--- src/rtl/noc_sink_monitor.sv ---
// noc_sink_monitor
// Traffic sink and checker on the NI receive side of a NoC node. Accepts
// single-flit packets on an item/valid/busy handshake, checks header code,
// destination address and per-source sequence number, keeps saturating
// statistics, applies programmable back-pressure and toggles an LED heartbeat.
//
// Ports:
//   clkx          clock
//   reset         synchronous active-high reset
//   node_id       own node address (static after reset)
//   hold_cycles   extra busy cycles after each flit, sampled in CHECK
//   clr_stats     synchronous clear of counters, error flag and sequence table
//   in_data       flit {hdr, addr, payload}; payload = {src_id, seq}
//   in_valid      flit present
//   in_busy       sink busy; upstream holds data while high
//   rx_count      accepted flits (saturating)
//   err_hdr_count header errors (saturating)
//   err_dst_count destination errors (saturating)
//   err_seq_count sequence errors (saturating)
//   err_flag      sticky OR of all errors
//   heartbeat     LED toggle, period HB_PERIOD+1 cycles per half-wave
module noc_sink_monitor #(
    parameter int                HDR_SZ    = 2,
    parameter int                ADDR_SZ   = 4,
    parameter int                PL_SZ     = 16,
    parameter logic [HDR_SZ-1:0] HDR_DATA  = 2'b01,
    parameter int                HB_PERIOD = 1000
) (
    input  logic                            clkx,
    input  logic                            reset,
    input  logic [ADDR_SZ-1:0]              node_id,
    input  logic [7:0]                      hold_cycles,
    input  logic                            clr_stats,
    input  logic [HDR_SZ+ADDR_SZ+PL_SZ-1:0] in_data,
    input  logic                            in_valid,
    output logic                            in_busy,
    output logic [19:0]                     rx_count,
    output logic [15:0]                     err_hdr_count,
    output logic [15:0]                     err_dst_count,
    output logic [15:0]                     err_seq_count,
    output logic                            err_flag,
    output logic                            heartbeat
);
    localparam int SEQ_SZ  = PL_SZ - ADDR_SZ;
    localparam int FLIT_SZ = HDR_SZ + ADDR_SZ + PL_SZ;
    localparam int NSRC    = 1 << ADDR_SZ;
    localparam int HB_W    = $clog2(HB_PERIOD + 1);
    localparam logic [SEQ_SZ-1:0] SEQ_ONE = SEQ_SZ'(1);
    localparam logic [HB_W-1:0]   HB_TC   = HB_W'(HB_PERIOD);
    localparam logic [HB_W-1:0]   HB_ONE  = HB_W'(1);

    typedef enum logic [1:0] {
        ST_IDLE  = 2'd0,
        ST_CHECK = 2'd1,
        ST_HOLD  = 2'd2
    } state_t;

    state_t               state_r, state_s;
    logic [7:0]           hold_cnt_r, hold_cnt_s;
    logic                 busy_s;
    logic                 accept_s;
    logic [FLIT_SZ-1:0]   flit_r;
    logic [SEQ_SZ-1:0]    exp_seq_r [NSRC];
    logic [HB_W-1:0]      hb_cnt_r;

    logic [HDR_SZ-1:0]    hdr_s;
    logic [ADDR_SZ-1:0]   addr_s;
    logic [ADDR_SZ-1:0]   src_s;
    logic [SEQ_SZ-1:0]    seq_s;
    logic                 hdr_bad_s;
    logic                 dst_bad_s;
    logic                 seq_bad_s;

    // Field extraction and error classification of the captured flit.
    always_comb begin
        hdr_s     = flit_r[FLIT_SZ-1 -: HDR_SZ];
        addr_s    = flit_r[PL_SZ +: ADDR_SZ];
        src_s     = flit_r[SEQ_SZ +: ADDR_SZ];
        seq_s     = flit_r[SEQ_SZ-1:0];
        hdr_bad_s = (hdr_s != HDR_DATA);
        dst_bad_s = (addr_s != node_id);
        seq_bad_s = (seq_s != exp_seq_r[src_s]);
    end

    // Next-state and busy logic of the handshake FSM.
    always_comb begin
        state_s    = state_r;
        hold_cnt_s = hold_cnt_r;
        busy_s     = in_busy;
        accept_s   = 1'b0;
        case (state_r)
            ST_IDLE: begin
                if (in_valid && !in_busy) begin
                    accept_s = 1'b1;
                    state_s  = ST_CHECK;
                    busy_s   = 1'b1;
                end else begin
                    busy_s   = 1'b0;
                end
            end
            ST_CHECK: begin
                if (hold_cycles == 8'd0) begin
                    state_s = ST_IDLE;
                    busy_s  = 1'b0;
                end else begin
                    hold_cnt_s = hold_cycles;
                    state_s    = ST_HOLD;
                    busy_s     = 1'b1;
                end
            end
            ST_HOLD: begin
                // Counter value 1 is the last HOLD cycle.
                if (hold_cnt_r <= 8'd1) begin
                    hold_cnt_s = 8'd0;
                    state_s    = ST_IDLE;
                    busy_s     = 1'b0;
                end else begin
                    hold_cnt_s = hold_cnt_r - 8'd1;
                    busy_s     = 1'b1;
                end
            end
            default: begin
                hold_cnt_s = 8'd0;
                state_s    = ST_IDLE;
                busy_s     = 1'b0;
            end
        endcase
    end

    // FSM state, hold counter and busy output registers.
    always_ff @(posedge clkx) begin
        if (reset) begin
            state_r    <= ST_IDLE;
            hold_cnt_r <= 8'd0;
            in_busy    <= 1'b0;
        end else begin
            state_r    <= state_s;
            hold_cnt_r <= hold_cnt_s;
            in_busy    <= busy_s;
        end
    end

    // Capture the flit on the accept edge.
    always_ff @(posedge clkx) begin
        if (reset) begin
            flit_r <= '0;
        end else if (accept_s) begin
            flit_r <= in_data;
        end else begin
            flit_r <= flit_r;
        end
    end

    // Statistics, sticky error flag and sequence table; clear beats CHECK.
    always_ff @(posedge clkx) begin
        if (reset || clr_stats) begin
            rx_count      <= 20'd0;
            err_hdr_count <= 16'd0;
            err_dst_count <= 16'd0;
            err_seq_count <= 16'd0;
            err_flag      <= 1'b0;
            for (int i = 0; i < NSRC; i++) begin
                exp_seq_r[i] <= '0;
            end
        end else if (state_r == ST_CHECK) begin
            if (!(&rx_count)) begin
                rx_count <= rx_count + 20'd1;
            end
            if (hdr_bad_s) begin
                err_flag <= 1'b1;
                if (!(&err_hdr_count)) begin
                    err_hdr_count <= err_hdr_count + 16'd1;
                end
            end else if (dst_bad_s) begin
                err_flag <= 1'b1;
                if (!(&err_dst_count)) begin
                    err_dst_count <= err_dst_count + 16'd1;
                end
            end else begin
                // Table always resyncs to the received seq, error or not.
                exp_seq_r[src_s] <= seq_s + SEQ_ONE;
                if (seq_bad_s) begin
                    err_flag <= 1'b1;
                    if (!(&err_seq_count)) begin
                        err_seq_count <= err_seq_count + 16'd1;
                    end
                end
            end
        end
    end

    // Free-running heartbeat divider.
    always_ff @(posedge clkx) begin
        if (reset) begin
            hb_cnt_r  <= '0;
            heartbeat <= 1'b0;
        end else if (hb_cnt_r == HB_TC) begin
            hb_cnt_r  <= '0;
            heartbeat <= ~heartbeat;
        end else begin
            hb_cnt_r  <= hb_cnt_r + HB_ONE;
        end
    end
endmodule

--- config.mk ---
export PLATFORM = sky130hd
export DESIGN_NAME = noc_sink_monitor
export DESIGN_NICKNAME = d
export VERILOG_FILES = /design/src/rtl/noc_sink_monitor.sv
export SDC_FILE = /design/constraint.sdc
export NUM_CORES = 1
export LEC_CHECK = 0
export CAP_MARGIN = 0
export CORE_MARGIN = 2
export CORE_UTILIZATION = 40
export DETAILED_ROUTE_END_ITERATION = 7
export PLACE_DENSITY = 0.6
export SLEW_MARGIN = 20
export SYNTH_ARGS = -nofsm -noshare
export SYNTH_HDL_FRONTEND = slang
export SYNTH_SLANG_ARGS = --single-unit
export TNS_END_PERCENT = 30
--- constraint.sdc ---
create_clock -name clkx -period 6.2 [get_ports clkx]
set_input_delay 1.24 -clock clkx [delete_from_list [all_inputs] [get_ports clkx]]
set_output_delay 1.24 -clock clkx [all_outputs]
set_load 0.1 [all_outputs]
==> impl_metrics.csv <==
group,metric,value,unit
place,io_buffers,108,
sta,worst_pin_slew,1.05,ns
worst_setup_path,cp-end-kind,"flop",
power_and_ir_drop,seqPwrFrac,48.5,%
power_and_ir_drop,p_int,3580,µW
worst_setup_path,reg2reg_slack,2.20,ns
synthesis,synthArstFlopShare,0,%
synthesis,synthesis.area,14000,µm²
clock_tree,cts_setup_buffers,0,
min_path,hold_end,"flit_r[16]$_SDFFE_PP0P_",
floorplanning,die_y,191,µm
clock_tree,cts_sinks,309,
synthesis,yosys_warnings,0,
synthesis,synth_seq_cells,309,
sta,final_max_slew_viol_count,0,
sta,max_slew_margin,30.1,%
routing,dr_total_vias,9809,
power_and_ir_drop,switchingPower,1210,µW
clock_tree,cts.hold.buffers_added,0,
place,globalplace.congestion,0.854,
clock_tree,tritoncts,"built",
worst_setup_path,crit_arrival,4.26,ns
floorplanning,die_x,191,µm
clock_tree,cts_resized,0,
power_and_ir_drop,ir_drop,0.182,mV
sta,min_period_over_period,66.2,%
global_routing,overflow,0,
final_layout,drive_gt1_share,10.1,%
clock_tree,cts_buffers,34,
clock_tree,clock-root-buffer,"clkbuf_16",
synthesis,synth_edf_count,192,
synthesis,ys_seq_area_share,57.9,%
final_layout,syn_to_final_growth,18.6,%
routing,drc,0,
global_routing,grt_max_degree,39,
power_and_ir_drop,clkPwrFrac,42.1,%
worst_setup_path,cp.required,6.35,ns
routing,postRouteWirelength,36700,µm
worst_setup_path,crit_type,"primary input to flop",
sta,period_needed,4.11,ns
sta,setup_violations,0,
synthesis,synth_top_flop_cell,"edfxtp_1",
clock_tree,clkTransAtPathRegs,0.06,ns
min_path,hold_path_class,"flop to flop",
final_layout,layout.nets,1415,
global_routing,grt_use_total,20.4,%
worst_setup_path,start_kind,"primary input",
synthesis,syn_nets,1324,
min_path,hold_depth,2,
clock_tree,worstSkewPairLatency,0.54,ns
run_status,status,"complete, no violations",
clock_tree,clock_path_buffers,3,
min_path,hold_path.startpoint,"flit_r[16]$_SDFFE_PP0P_",
routing,dr.first_iter.drc_count,848,
routing,wire_per_inst,19.9,µm
routing,via_per_inst,5.32,
floorplanning,row_count,68,
synthesis,avgSynthCellArea,11.0,µm²
final_layout,final_util,48.1,%
synthesis,synth.distinct_cells,57,
power_and_ir_drop,p_per_area,288,nW/µm²
global_routing,grt_pass1_wl,56100,µm
worst_setup_path,rr_worst_depth,10,
sta,fin_setup_tns,0,ns
power_and_ir_drop,comb_power_share,9.4,%
global_routing,first_global_vias,9546,
routing,ant_nets,0,
routing,firstDrtPassIters,5,
sta,max_freq,244,MHz
worst_setup_path,crit_path_max_fanout,13,
floorplanning,initial_utilization,40.6,%
global_routing,antenna_found_initial,0,
floorplanning,io_pins,109,
run,drv_cap,0,
sta,rsz0062_at_grt,"false",
floorplanning,die_area,36500,µm²
final_layout,antenna_cells,0,
place,place_hpwl,24800,µm
worst_setup_path,r2r-end,"err_seq_count[13]$_SDFFE_PP0P_",
sta,hold_viol,0,
final_layout,fillers,3208,
clock_tree,htreeDepth,2,
power_and_ir_drop,leakagePower,0.00575,µW
sta,fin_worst_skew,0.0251,ns
power_and_ir_drop,switching_share,25.3,%
synthesis,syn_inst,1273,
floorplanning,core-area,34500,µm²
[sequential cells by signal, summed over array words and instances, names as in the netlist, named ones only]
name,cells
hb_cnt_r,10
err_hdr_count,16
state_r,2
in_busy,1
err_seq_count,16
flit_r,22
exp_seq_r,192
rx_count,20
err_flag,1
err_dst_count,16
heartbeat,1
hold_cnt_r,8
[worst max-delay path by stage]
stage,startpoint,to,slack [ns],depth (start not counted)
2_1_floorplan,node_id[2],exp_seq_r[11][0]$_SDFFCE_PN0P_,2.93,8
3_3_place_gp,node_id[2],exp_seq_r[7][1]$_SDFFCE_PN0P_,1.64,8
3_5_place_dp,node_id[2],exp_seq_r[7][1]$_SDFFCE_PN0P_,1.56,8
4_1_cts,node_id[2],exp_seq_r[5][4]$_SDFFCE_PN0P_,2.12,8
5_1_grt,node_id[1],exp_seq_r[7][1]$_SDFFCE_PN0P_,1.91,8
6_report,node_id[2],exp_seq_r[11][5]$_SDFFCE_PN0P_,2.09,8
[through the flow]
| step | instance area (µm²) | std cells | hold slack [ns] | total power [µW] | setup slack (ns) |
|---|---|---|---|---|---|
| 2_1_floorplan | 14000 | 1273 | 0.437 | 2640 | 2.93 |
| 3_3_place_gp | 15500 | 1782 | 0.462 | 2810 | 1.64 |
| 3_5_place_dp | 15500 | 1782 | 0.465 | 2820 | 1.56 |
| 4_1_cts | 16600 | 1844 | 0.473 | 4830 | 2.12 |
| 5_1_grt | 16600 | 1845 | 0.491 | 4960 | 1.91 |
| 6_report | 16600 | 1845 | 0.472 | 4790 | 2.09 |
[worst max-delay path: stages]
cell             delay (ns)
clkdlybuf4s50_1        0.47
xnor2_1                0.11
nand4_1                0.20
nor2_1                 0.37
nand2_1                0.23
nor3b_1                0.61
nand3_1                0.47
nand2_1                0.55
[power groups by stage]
stage / registers [µW] / clock network, µW / logic (µW)
after floorplan: 2330 / 0 / 311
after global placement: 2370 / 0 / 443
after detailed placement: 2370 / 0 / 447
after CTS: 2330 / 2060 / 449
after global routing: 2330 / 2140 / 483
final: 2330 / 2020 / 450
[layout by cell type, fill, tap and decap left out, types with 5 or more instances in the layout]
master | synthesis | layout
o21ai_0 | 24 | 24
clkdlybuf4s50_1 | 0 | 108
xor2_2 | 0 | 8
edfxtp_1 | 192 | 192
nand4_1 | 13 | 13
and3_1 | 16 | 16
xor2_1 | 45 | 37
nand2_1 | 128 | 128
a22oi_1 | 9 | 9
xnor2_1 | 49 | 49
ha_1 | 13 | 13
clkbuf_16 | 0 | 34
nand3_1 | 38 | 38
inv_1 | 23 | 23
buf_4 | 5 | 20
a221oi_1 | 6 | 6
and4_1 | 8 | 8
nor2b_1 | 8 | 8
clkinv_2 | 0 | 10
nor2_1 | 289 | 288
mux2i_1 | 50 | 50
dfxtp_1 | 117 | 114
nor3_1 | 11 | 11
o22ai_1 | 9 | 9
inv_6 | 0 | 5
or3_1 | 18 | 18
mux2_2 | 13 | 13
mux4_2 | 26 | 26
a21oi_1 | 40 | 40
[synthesized netlist by cell type (2+ instances only)]
master	n	share of area [%]
or3_1	18	0.80
dfxtp_1	117	17
nor3b_1	3	0.16
ha_1	13	1.2
buf_2	4	0.14
mux2i_1	50	3.6
and4_1	8	0.50
nor4_1	4	0.18
a41o_1	2	0.14
nand2_1	128	3.4
a211oi_1	4	0.21
nor2_1	289	7.7
a22oi_1	9	0.48
a31o_1	3	0.19
buf_4	5	0.27
a2111oi_2	4	0.43
clkbuf_1	57	1.5
mux2_2	13	1.0
nand2b_1	3	0.13
mux2_1	4	0.32
a22o_1	2	0.13
buf_12	2	0.29
a21oi_1	40	1.4
o21ai_1	2	0.071
o21ai_0	24	0.86
and3_1	16	0.71
nand4_1	13	0.58
nand3b_1	2	0.11
inv_1	23	0.62
nor2b_1	8	0.36
a221oi_1	6	0.37
mux4_2	26	4.2
or2_2	2	0.089
nor3_1	11	0.39
nand3_1	38	1.4
a31oi_1	2	0.089
buf_6	6	0.48
edfxtp_1	192	41
xor2_1	45	2.8
xnor2_1	49	3.1
a21o_1	2	0.11
o22ai_1	9	0.40
[final cells by class]
class                      instances  area [µm²]  share of cell area [%]
tap                              455         569                    3.42
timing repair buffer             129        1240                    7.47
multi-input combinational        866        5510                    33.2
clock buffer                      39         880                    5.29
inverter                          24        90.1                   0.542
clock inverter                    23         220                    1.32
sequential                       309        8110                    48.8
[routing by layer]
layer  wire length (µm)  track usage [%]  vias up
met2              16800             31.9      377
li1                   -                -     4640
met3               2970             4.64       73
met4               1150             7.07        0
met5                  0                0        -
met1              15800             27.9     4719
[logic make-up (layout without fill, tap and decap cells)]
logic type / Yosys count / after routing / share of synthesized area (%)
flops: 309 / 309 / 57.9
xor+xnor: 94 / 94 / 5.88
compound gates: 119 / 119 / 5.86
simple gates: 547 / 547 / 16.8
mux: 93 / 93 / 9.12
fa+ha+maj: 13 / 13 / 1.16
buf+inv: 98 / 215 / 3.35
No activity file was read; power rests on OpenSTA's default activity.
==> patch 1, RTL diff (config.mk and constraints unchanged) <==
Set the parameter `HB_PERIOD` to 500 (it was 1000).
--- a/src/rtl/noc_sink_monitor.sv
+++ b/src/rtl/noc_sink_monitor.sv
@@ -24,7 +24,7 @@
     parameter int                ADDR_SZ   = 4,
     parameter int                PL_SZ     = 16,
     parameter logic [HDR_SZ-1:0] HDR_DATA  = 2'b01,
-    parameter int                HB_PERIOD = 1000
+    parameter int                HB_PERIOD = 500
 ) (
     input  logic                            clkx,
     input  logic                            reset,
Check against the original RTL: no difference found for any inputs over 4 cycles, from zero or initial values and one cycle with reset high; that may be too few to reach the edited logic, so the function may still have changed.
==> patch 1 against the unedited design <==
Sequential share of layout area up 0.41 points; final area decreased by 1.1%; critical path type unchanged; area after synthesis shrank 0.98%; cell count shrank 2.0%; power is 2.6% lower; count of clock-buffer cells in the layout is 1 higher; highest routed layer unchanged; first-iteration DRC count increased by 9.6%; sequential cell count fell by 1; setup slack gained 110 ps; synthesized cell count decreased by 2.6%; wire length up 0.71%; critical endpoint is now exp_seq_r[3][1]; largest cell class unchanged.
==> patch 1: results (changes against the unedited design) <==
| Metric | Value |
|---|---|
| Outcome | `completed` |
| Class of the worst hold path | `register to register` |
| Leakage | `0.00576 µW (+0.14%)` |
| Diodes inserted | `0 (unchanged)` |
| CLK BUF | `40 (+2.6%)` |
| Count of cell types in the netlist | `53 (-7.0%)` |
| Clock power frac | `41.1% (-1.0 points)` |
| CTS Sinks | `308 (-0.32%)` |
| Buffering overhead | `7.44% (-0.032 points)` |
| Max transition margin | `29.2% (-0.94 points)` |
| Placed wire-length estimate | `25100 µm (+1.2%)` |
| Buffers excl. clock | `127 (-1.6%)` |
| Reg area | `0.00809 mm² (-0.25%)` |
| Synth Net Count | `1291 (-2.5%)` |
| Peak supply drop | `0.169 mV (-6.8%)` |
| Post-synth EDFFs | `192 (unchanged)` |
| Inverter count | `16 (-33%)` |
| Port Buf Inserts | `108 (unchanged)` |
| Vias post-DR | `9815 (+0.061%)` |
| Crit Path Max Fanout | `13 (unchanged)` |
| H-tree levels | `2 (unchanged)` |
| Sequential share of power | `49.5% (+1.0 points)` |
| Dominant synthesized flop cell | `edfxtp_1` |
| GPL Wtd Cong | `0.855 (+0.12%)` |
| Top cells by area in the synthesized netlist | `edfxtp_1 42%, dfxtp_1 17%, nor2_1 8.1%` |
| Layout cell share with drive strength beyond 1 | `10.2% (+0.048 points)` |
| Total GRT Usage | `20.5% (+0.063 points)` |
| CTS buffer count | `34 (unchanged)` |
| Clock buf/inv share | `6.36% (-0.25 points)` |
| Pre-antenna DRT Iters | `5 (unchanged)` |
| Drt first-iter violations | `929 (+9.6%)` |
| Fraction of area in multi-input gates | `33.2% (about the same)` |
| Synth async-reset ratio | `0% (unchanged)` |
| Routed WL | `37000 µm (+0.71%)` |
| Placement Cell Area | `0.0154 mm² (-0.79%)` |
| Largest net degree at the start of global routing | `65 (+67%)` |
| Clock transition at the registers of the reported paths | `60 ps (about the same)` |
| Net Switching | `1140 µW (-5.7%)` |
| Top Registers | `exp_seq_r: 192 flops, flit_r: 22 flops, rx_count: 20 flops` |
| Vias in the first global route | `9349 (-2.1%)` |
| Ys Warns | `0 (unchanged)` |
| R2R Setup Slk | `2260 ps (+60 ps)` |
| Pwr/cell area | `284 mW/mm² (-1.5%)` |
| Worst path slowest cell | `nand2_1` |
| Top delay family on crit path | `simple AND/OR/NAND/NOR gates` |
| Root Buffer | `clkbuf_16` |
| First-pass GRT wire length | `55700 µm (-0.65%)` |
| Multi-In Gates | `844 (-2.5%)` |
| Post_cts resized | `0 (unchanged)` |
| Fillers | `3119 (-2.8%)` |
| Die Area | `0.0362 mm² (-0.96%)` |
| Register area share after synthesis | `58.3% (+0.43 points)` |
| Setup Skew | `22.4 ps (-2.66 ps)` |
| Worst-skew pair later-pin latency | `510 ps (-30 ps)` |
| Setup Fix Bufs, Post-CTS | `0 (unchanged)` |
| Critical Path Max Stage Delay | `580 ps (-30 ps)` |
| Top post-synthesis cells by count | `298 x nor2_1, 192 x edfxtp_1, 130 x nand2_1, 116 x dfxtp_1, 56 x clkbuf_1` |
| Nets@finish | `1382 (-2.3%)` |
==> patch 1: changes by cell type in the layout (fill, tap and decap cells not counted), sizes merged, moves of 11 or more <==
cell	unedited run	this run
inv	28	17
nand4	13	31
mux2	17	5
xnor2	49	32
mux4	26	43
mux2i	50	29
==> patch 1: per-stage QoR <==
step / total power (µW) / hold WS [ps] / setup slack, ps / cells
floorplan: 2620 / 439 / 3020 / 1240
global placement: 2790 / 455 / 1780 / 1750
detailed placement: 2790 / 454 / 1710 / 1750
CTS: 4700 / 462 / 2230 / 1809
global route: 4820 / 487 / 1980 / 1809
finish: 4670 / 462 / 2210 / 1809
==> patch 1: cell families after synthesis <==
family,count (synthesis),synth area share [%]
AND/OR/NAND/NOR,567,17.8
flip-flops,308,58.3
buffers and inverters,88,2.84
adder cells (fa/ha/maj),13,1.17
multiplexers,77,9.50
AO/OA/AOI/OAI,102,5.04
XOR/XNOR,85,5.37
==> patch 1: per-layer routing <==
| layer | global-route usage, % | routed length [µm] | vias to the layer above | part of all wire, % |
|---|---|---|---|---|
| met1 | 28.3 | 15800 | 4818 | 43 |
| met4 | 6.08 | 973 | 0 | 2.6 |
| met5 | 0 | 0 | - | 0 |
| met3 | 3.39 | 2740 | 65 | 7.4 |
| met2 | 33.2 | 17400 | 369 | 47 |
| li1 | - | - | 4563 | - |
==> patch 1: final timing paths <==
| check | from | end | depth (start not counted) |
|---|---|---|---|
| hold reg to reg | flit_r[21] | flit_r[21] | 2 |
| setup reg to reg | register | err_seq_count[6] | 9 |
| setup / recovery | node_id[2] | exp_seq_r[3][1] | 8 |
| hold / removal | flit_r[21] | flit_r[21] | 2 |
==> patch 1: tightest hold or removal path: stages, from the launching register on <==
cell and delay (ps):
dfxtp_1 310, nand2_1 50, a21oi_1 50
==> patch 2, RTL diff (same flow settings) <==
Without the edit above. The 3 states of `state_t` get a one-hot encoding in 3 bits.
--- a/src/rtl/noc_sink_monitor.sv
+++ b/src/rtl/noc_sink_monitor.sv
@@ -49,10 +49,10 @@
     localparam logic [HB_W-1:0]   HB_TC   = HB_W'(HB_PERIOD);
     localparam logic [HB_W-1:0]   HB_ONE  = HB_W'(1);
 
-    typedef enum logic [1:0] {
-        ST_IDLE  = 2'd0,
-        ST_CHECK = 2'd1,
-        ST_HOLD  = 2'd2
+    typedef enum logic [2:0] {
+        ST_IDLE  = 3'b001,
+        ST_CHECK = 3'b010,
+        ST_HOLD  = 3'b100
     } state_t;
 
     state_t               state_r, state_s;
Check against the original RTL: no difference found for any inputs over 4 cycles, from zero or initial values and one cycle with reset high; so few cycles prove little.
==> patch 2 against the unedited design <==
Final area rose by 0.78%; wire length decreased by 0.71%; global-route usage shrank 0.16 points; maximum frequency down 5.2%; setup slack worse by 220 ps; power up 3.2%; area after synthesis shrank 0.26%; sequential cell count up 1.
==> patch 2: results (changes against the unedited design) <==
| Metric | Value |
|---|---|
| Fillers | `3121 (-2.7%)` |
| Diodes inserted | `0 (unchanged)` |
| Ys Warns | `0 (unchanged)` |
| Register area share after synthesis | `58.2% (+0.29 points)` |
| Layout cell share with drive strength beyond 1 | `10.2% (+0.017 points)` |
| Worst path slowest cell | `dfxtp_2` |
| Routed length on met2 | `16100 µm (-3.8%)` |
| Reg2Reg Depth | `10 (unchanged)` |
| Setup Fix Bufs, Post-CTS | `0 (unchanged)` |
| Setup Skew | `16.0 ps (-9.08 ps)` |
| H-tree levels | `2 (unchanged)` |
| Post_cts resized | `0 (unchanged)` |
| Vias in the first global route | `9403 (-1.5%)` |
| Synth async-reset ratio | `0% (unchanged)` |
| Setup violators final | `0 (unchanged)` |
| Class of the worst hold path | `register to register` |
| Actual slew at the worst max-slew pin | `1230 ps (+186 ps)` |
| CTS max path bufs | `3 (unchanged)` |
| Placement Cell Area | `0.0155 mm² (-0.22%)` |
| R2R Setup Slk | `1870 ps (-330 ps)` |
| Root Buffer | `clkbuf_16` |
| Worst-skew pair later-pin latency | `520 ps (-20 ps)` |
| Critical Path Max Stage Delay | `960 ps (+350 ps)` |
| Dominant synthesized flop cell | `edfxtp_1` |
| Met3 routed WL | `3170 µm (+6.7%)` |
| Vias post-DR | `9887 (+0.80%)` |
| Worst setup margin | `1870 ps (-223 ps)` |
| Leakage | `0.00575 µW (about the same)` |
| Arr. time, crit path | `4740 ps (+480 ps)` |
| Count of cell types in the netlist | `65 (+14%)` |
| Total GRT Usage | `20.2% (-0.16 points)` |
| Port Buf Inserts | `108 (unchanged)` |
| Peak supply drop | `0.208 mV (+14%)` |
| First-pass GRT wire length | `56000 µm (-0.22%)` |
| Outcome | `completed` |
| Post-synth EDFFs | `192 (unchanged)` |
| CP startpoint kind | `register` |
| Placed wire-length estimate | `24700 µm (-0.17%)` |
| CTS buffer count | `36 (+5.9%)` |
| Clock transition at the registers of the reported paths | `60 ps (about the same)` |
| Largest net degree at the start of global routing | `67 (+72%)` |
| Crit path capture | `err_seq_count[2]` |
| Top post-synthesis cells by count | `293 x nor2_1, 192 x edfxtp_1, 119 x nand2_1, 118 x dfxtp_1, 58 x clkbuf_1` |
| Pre-antenna DRT Iters | `6 (+1)` |
| Drt first-iter violations | `1024 (+21%)` |
| Synth Net Count | `1300 (-1.8%)` |
| Top Registers | `exp_seq_r: 192 flops, flit_r: 22 flops, rx_count: 20 flops` |
| Nets@finish | `1387 (-2.0%)` |
| Routed WL | `36400 µm (-0.71%)` |
| Top cells by area in the synthesized netlist | `edfxtp_1 41%, dfxtp_1 17%, nor2_1 7.9%` |
| Place WS | `1370 ps (-186 ps)` |
| Met1 wire length | `16500 µm (+4.0%)` |
| Crit Path Max Fanout | `29 (+16)` |
| GPL Wtd Cong | `0.815 (-4.5%)` |
-- patch 2: cell families (layout without fill, tap and decap cells) --
family / Yosys count / in the layout / synth area share [%]
multiplexers: 87 / 87 / 9.86
adder cells (fa/ha/maj): 9 / 9 / 0.806
AO/OA/AOI/OAI: 113 / 113 / 5.39
XOR/XNOR: 84 / 84 / 5.26
AND/OR/NAND/NOR: 551 / 551 / 17.3
flip-flops: 310 / 310 / 58.2
buffers and inverters: 99 / 214 / 3.26
-- patch 2: metrics by stage --
stage	instances	hold WS, ps	util (%)
2_1_floorplan	1253	442	-
5_1_grt	1823	492	48.6
3_3_place_gp	1757	453	44.8
3_5_place_dp	1757	465	44.9
6_report	1823	473	48.6
4_1_cts	1823	473	48.6
-- patch 2: worst register-to-register path: cells and delay by family (launching register included) --
family / cells / cell delay [ps]
XOR/XNOR: 1 / 170
multiplexers: 3 / 1010
AND/OR/NAND/NOR: 2 / 1050
flip-flops: 1 / 960
buffers and inverters: 1 / 440
AO/OA/AOI/OAI: 3 / 590
-- patch 2: area by class of cell --
class | count | area share (%)
clock inverters | 24 | 1.94
repair buffers | 124 | 7.17
clock buffers | 42 | 5.64
well taps | 455 | 3.40
inverters | 24 | 0.538
flip-flops and latches | 310 | 48.5
multi-input cells | 844 | 32.8
-- patch 2: worst min path at each step --
stage                      startpoint           to  depth (start not counted)
after floorplan           hb_cnt_r[0]  hb_cnt_r[0]                          1
after global placement     flit_r[20]   flit_r[20]                          2
after detailed placement   flit_r[20]   flit_r[20]                          2
after CTS                  flit_r[20]   flit_r[20]                          2
after global routing       flit_r[16]   flit_r[16]                          2
final                      flit_r[21]   flit_r[21]                          2
-- patch 2: power breakdown --
part	switching (µW)	internal [µW]
combinational	220	139
sequential	69.4	2250
clock	866	1400
-- patch 2: layer usage --
layer / track usage, % / up-vias
li1: - / 4614
met1: 30.1 / 4810
met2: 29.8 / 413
met3: 4.37 / 50
met4: 5.31 / 0
met5: 0 / -
